`src/rtl/dvc_tmr_seg7.sv`:
```
// Reloading down-counter with one-cycle interrupt request, plus dual hex-to-7-segment decoder.
// Timer state updates one clock after its controls; decoder is combinational; no backpressure.
module dvc_tmr_seg7 #(
    parameter int CNT_W = 32
) (
    input  logic             clk,
    input  logic             rst,
    input  logic             clr,
    input  logic             ld,
    input  logic             tmr_en,
    input  logic [CNT_W-1:0] din,
    input  logic [7:0]       seg_data,
    output logic             tmr_req,
    output logic [CNT_W-1:0] cntr_o,
    output logic [6:0]       seg7led1,
    output logic [6:0]       seg7led2
);

    logic [CNT_W-1:0] count;
    logic [CNT_W-1:0] reload;

    // Zero reloads instead of decrementing, so the counter never underflows.
    always_ff @(posedge clk) begin
        if (rst) begin
            count   <= '0;
            reload  <= '0;
            tmr_req <= 1'b0;
        end else if (clr) begin
            count   <= '0;
            tmr_req <= 1'b0;
        end else if (ld) begin
            count   <= din;
            reload  <= din;
            tmr_req <= 1'b0;
        end else if (tmr_en && (count == '0)) begin
            count   <= reload;
            tmr_req <= 1'b1;
        end else if (tmr_en) begin
            count   <= count - 1'b1;
            tmr_req <= 1'b0;
        end else begin
            tmr_req <= 1'b0;
        end
    end

    assign cntr_o = count;

    function automatic logic [6:0] hex2seg(input logic [3:0] nib);
        logic [6:0] seg;
        case (nib)
            4'h0:    seg = 7'h40;
            4'h1:    seg = 7'h79;
            4'h2:    seg = 7'h24;
            4'h3:    seg = 7'h30;
            4'h4:    seg = 7'h19;
            4'h5:    seg = 7'h12;
            4'h6:    seg = 7'h02;
            4'h7:    seg = 7'h78;
            4'h8:    seg = 7'h00;
            4'h9:    seg = 7'h10;
            4'hA:    seg = 7'h08;
            4'hB:    seg = 7'h03;
            4'hC:    seg = 7'h46;
            4'hD:    seg = 7'h21;
            4'hE:    seg = 7'h06;
            default: seg = 7'h0E;
        endcase
        return seg;
    endfunction

    assign seg7led1 = hex2seg(seg_data[3:0]);
    assign seg7led2 = hex2seg(seg_data[7:4]);

endmodule

```
`config.mk`:
```
export PLATFORM = sky130hd
export DESIGN_NAME = dvc_tmr_seg7
export DESIGN_NICKNAME = d
export VERILOG_FILES = /design/src/rtl/dvc_tmr_seg7.sv
export SDC_FILE = /design/constraint.sdc
export NUM_CORES = 1
export LEC_CHECK = 0
export BUFFER_PORTS_ARGS = -buffer_cell sky130_fd_sc_hd__buf_4
export CAP_MARGIN = 15
export CORE_MARGIN = 2
export CORE_UTILIZATION = 45
export CTS_BUF_LIST = sky130_fd_sc_hd__clkbuf_8
export DETAILED_ROUTE_END_ITERATION = 12
export MAX_ROUTING_LAYER = met4
export PLACE_DENSITY_LB_ADDON = 0.15
export SYNTH_ARGS = -nofsm -noshare
export SYNTH_HDL_FRONTEND = slang
export SYNTH_SLANG_ARGS = --single-unit
```
`constraint.sdc`:
```
create_clock -name clk -period 6.7 [get_ports clk]
set_input_delay 0.67 -clock clk [delete_from_list [all_inputs] [get_ports clk]]
set_output_delay 0.67 -clock clk [all_outputs]
set_load 0.03 [all_outputs]
```
After elaboration in Yosys (flattened, before gate mapping) --
Memories as Yosys holds them, arrays and structs flattened. Index checks and enable logic that the tools add are counted.
Word-level totals: bits in registers 65, ROM bits 224, input bits 45, output and inout bits 47, logic and storage cells 17, memories 2
Memory list:
- (no name shown) | words 16, width 7, read ports 1, clocked after Yosys merged registers in 0, wr ports 0, line 50 | case (nib)
- (no name shown) | words 16, width 7, read ports 1, clocked after Yosys merged registers in 0, wr ports 0, line 50
Operators by class: add/sub/neg operators 1, mux-type cells 4, bitwise operators 1, reduce and logical (&&, ||, !) cells 6
Operator list (number):
- two-way mux 32 bit | 3
- logical NOT 32 bit | 1
- subtractor 32 x 1 -> 32 bit, second input constant | 1
- nonzero test 3 bit | 1
- OR reduction 3 bit | 1
- AND reduction 2 bit | 1
- OR reduction 2 bit | 1
- logical AND 1 bit | 1
- two-way mux 1 bit | 1
- NOT 1 bit | 1

Depth between registers and ports, before layout --
depth in word-level cells 4, mapped depth 10, gate-level depth less buffers 8

Worst setup path after synthesis --
Ideal clock, no wire load.
path type input -> register, start point input port tmr_en, end point register count[23] (netlist: cntr_o[23]), library setup time 122 ps, arrival time 2713 ps, required time 6578 ps, setup slack 3865 ps, stages 7, buffers on the path 3, cell sequence clkbuf_1 or4b_1 or3_1 or4_1 clkbuf_2 buf_6 o311a_1
On the way: word-level cells in the longest chain between the ends 3, elaborated cells on any way between the ends 4, those cells by class 2 x mux; 2 x reduce/logical
Ends and longest elaborated chain:
- start: declaration | line 10 | input logic tmr_en,
- logical AND 1 bit | line 35 | end else if (tmr_en && (count == '0)) begin
- two-way mux 32 bit | line 35
- two-way mux 32 bit | line 31 | end else if (ld) begin
- end signal: assignment | line 32 | count <= din;
- end signal: assignment | line 36 | count <= reload;
- end signal: assignment | line 39 | count <= count - 1'b1;
- end: declaration | line 19 | logic [CNT_W-1:0] count;
Parallel ways exist; a longest one is shown, timed or not. A chain may end at the register's enable or synchronous reset.

Worst setup path in the final report --
start point register count[0] (netlist: cntr_o[0]), end point register count[21] (netlist: cntr_o[21])
On the way: word-level cells in the longest chain between the ends 4, elaborated cells on any way between the ends 7, those cells by class 1 x add/sub; 3 x mux; 3 x reduce/logical
Ends and longest elaborated chain (line):
- subtractor 32 x 1 -> 32 bit / logical NOT 32 bit (equally long branches) | 39, 35
- two-way mux 32 bit / logical AND 1 bit (equally long branches) | 38, 35
- two-way mux 32 bit | 35
- two-way mux 32 bit | 31
Parallel ways exist; a longest one is shown, timed or not. The select of a mux whose other input is x is not followed.

==> results.txt <==
The final sum of negative setup slack came out at 0 ns. The reported max-cap violation count came out at 0. The final critical-path share of the clock period is 0.532.

The distinct cell type count of the synthesized netlist came out at 47. The clock buffer count from CTS is 9. The number of buffers inserted by port buffering came out at 91. The footprint of the flip-flops and latches is around 0.0013 mm^2.

The relative slew slack came out at 0.161. For this run, the leading register cell type out of synthesis is dfxtp_1. The maximum cell stage delay along the critical path came out at 1.00 ns. By instance count, the leading cell after synthesis is nand2_1.

Dividing the detail-routed wire length by the instance count gives 15.8 um. Setup repair after global routing left no endpoint under its margin. The highest fanout seen on the critical path is 33. The count of filler cells inserted in the layout is approximately 820. The biggest area contributor in the post-synthesis netlist is dfxtp_1. The number of enable-type register cells in the synthesized netlist came out at 0. The global-route usage over all layers is 0.240.

The depth of the worst register-to-register path came out at 7. At the later pin of the worst-skew pair, clock insertion delay measures approximately 0.34 ns. The post-synthesis compound-gate area fraction came out at 0.216.

The initial core utilization is 0.467. The commonest cells after synthesis are nand2_1 (90), a21oi_1 (74), dfxtp_1 (65). The area growth from synthesis to layout is 23.2%. Row generation in the floorplan step produced 33 rows. The routability-driven placement congestion ratio is around 0.93. Post-CTS timing repair inserted 0 buffers for setup. The flip-flop and latch count after synthesis came out at 65. The number of resized instances in the post-cts repair step came out at 0. The post-synthesis sequential area ratio came out at 0.336. The total number of clock tree sinks is 65. The tree is rooted in a clkbuf_8. The count of nets left with antenna violations once routing finished came out at 0. Of the total synthesized cell area, the portion taken by full adders, half adders and majority gates is 0.0420.

The first global-routing pass estimated 18500 um of wire. The post-synth design cell area is roughly 0.0039 mm^2. The area of the die is 0.00937 mm^2. Entering global routing, the biggest net connects 69 pins. On the final layout, the worst clock skew is 0.00627 ns. The final worst-path setup slack is 3.14 ns. The signal arrival time at the worst endpoint came out at roughly 3.7 ns. The pin slew with the least headroom to its limit came out at 1.26 ns. The post-layout net count is around 650.

Of the cells placed in the final design, the portion with a size suffix greater than 1 is 0.196. Before CTS, the worst setup slack after placement is 3.05 ns. After synthesis, the cell types taking the most area are dfxtp_1 (34%), a21oi_1 (9.6%), nand2_1 (8.7%), nor2_1 (4.7%), nor3b_1 (4.3%). The final number of hold-violating endpoints came out at 0. The vias per cell is 5.75.

Yosys printed 0 warnings. After clock tree synthesis, the clock-pin slew on the worst setup and hold paths is roughly 0.070 ns. The maximum resistive drop on vdd came out at 127 uV. The total inserted antenna cells came out at 0.

The final number of max-transition violations was 0. By area, the combinational part of the netlist is dominated by simple AND/OR/NAND/NOR gates. STA classifies the critical path endpoint as a flip-flop. The total buffers and inverters traversed by the critical path came out at 1.

The net count after synthesis is 581. The achievable frequency is 281 MHz. The worst hold path was traced through 2 stages.

Traced cell by cell, the critical path runs through inv_1 -> ha_1 -> nor3b_1 -> nand2_1 -> or4_1 -> o311ai_0 -> a31oi_1. The number of H-tree levels came out at 3. After detailed routing, the total wire length is roughly 11000 um. The final routed DRC violation total is 0. Detailed placement finished with a half-perimeter wire length of 7550 um.

The cell depth of the worst setup path is 7. The type of the worst setup path is reg2reg. The category of cells accounting for the largest share of critical-path delay is simple AND/OR/NAND/NOR gates. The die is 96.8 um tall.

The count of routing violations after the opening detailed-route iteration is 260. TritonCTS built the clock tree. Power spread over the standard cell area amounts to 217 mW/mm^2. Of the post-synthesis cell area, the dominant cell type holds 0.336. The post-synthesis cell count is around 520. The final number of setup-violating endpoints is 0.

The maximum buffer depth of the clock tree is 2. The async set-or-reset flop fraction in the synthesized netlist is 0. The total congestion overflow after global routing is 0. After layout, the minimum clock period comes to between 3 and 4 ns. The via count of the first global-routing pass is roughly 3800. The count of hold-fix buffers inserted at cts is 0.

The cell type of the slowest stage on the worst timing path is or4_1. The static power due to leakage came out at 1.98 nW. The kind of path behind the tightest hold check is reg2reg. The flow ran to the end, and the final reports show no timing, DRC or antenna violations. For this design the top-level I/O count stands at 92.

From left edge to right edge, the die measures just under 100 um. A synthesized cell averages 7.41 um^2. The first-pass iteration count of the detailed router is 5.

The worst setup path is launched from a flip-flop. The area of the multi-input gates came out at 0.00240 mm^2. The portion of synthesized area spent on multiplexers is 0.0403. The xor/xnor share of the synthesized area came out at 0.0452.

The floorplan step defined a core boundary enclosing slightly above 0.008 mm^2. The required time at the worst-slack endpoint came out at 6.86 ns. The synthesized-area fraction occupied by and/or/nand/nor cells is 0.274.

The via count came out at 4043. The initial antenna violation count came out at 0.
==> tightest hold or removal path: cells and delay by family, from the launching register on <==
family          cells  cell delay [ns]
compound gates      1             0.05
flops               1             0.31
simple gates        1             0.05
==> final timing paths <==
check                                 from    endpoint  slack [ns]
worst max-delay path             cntr_o[0]  cntr_o[21]        3.14
worst min-delay path            reload[21]  reload[21]        0.45
worst max register to register   cntr_o[0]  cntr_o[21]        3.14
worst min register to register  reload[21]  reload[21]        0.45
==> per-layer routing <==
layer  part of all wire  vias to the layer above  wire length [um]  track usage
li1                   -                     1996                 -            -
met1               0.45                     1906              4960        0.297
met2               0.48                      133              5350        0.394
met3              0.066                        8               731       0.0571
met4             0.0080                        0                89       0.0661
met5                  0                        -                 0            -
==> cells by family (layout without fill, tap and decap cells) <==
logic type               after synthesis  count (layout)
AO/OA/AOI/OAI                        145             145
XOR/XNOR                              20              20
adder cells (fa/ha/maj)               13              13
buffers and inverters                 45             120
flip-flops                            65              65
multiplexers                          13              13
AND/OR/NAND/NOR                      222             222
==> cells in the final DEF (no fill, tap or decap), types with 10 or more instances in the layout <==
master,instances
dfxtp_1,65
buf_4,95
a21oi_1,74
inv_1,11
xor2_1,11
nor3_1,16
nand2_1,90
nor4_1,10
clkbuf_8,11
ha_1,13
nor3b_1,22
o22ai_1,11
nor2_1,48
mux2i_1,10
o21ai_0,28
==> per-stage QoR <==
stage / cells / power (mW) / hold slack (ns) / cell area [um^2] / util
finish: 703 / 1.04 / 0.451 / 4770 / 0.575
global route: 703 / 1.09 / 0.470 / 4770 / 0.575
CTS: 703 / 1.04 / 0.452 / 4770 / 0.575
detailed placement: 688 / 0.708 / 0.443 / 4580 / 0.552
global placement: 688 / 0.703 / 0.441 / 4580 / 0.552
floorplan: 523 / 0.618 / 0.433 / 3880 / -
==> cell type report <==
type | count | area share
tap | 105 | 0.0275
timing repair buffer | 95 | 0.149
clock inverter | 4 | 0.00917
inverter | 10 | 0.00786
clock buffer | 11 | 0.0317
multi-input combinational | 413 | 0.502
sequential | 65 | 0.273
==> report_power, final <==
group	internal [mW]	switching (mW)	leakage [nW]	total, mW
clock	0.188	0.147	0.106	0.335
sequential	0.405	0.0202	0.531	0.425
combinational	0.111	0.167	1.34	0.278
==> flip-flops by register name (all words and copies together) (netlist names) <==
| signal | cells |
|---|---|
| tmr_req | 1 |
| cntr_o | 32 |
| reload | 32 |
No activity file was read; power rests on OpenSTA's default activity.
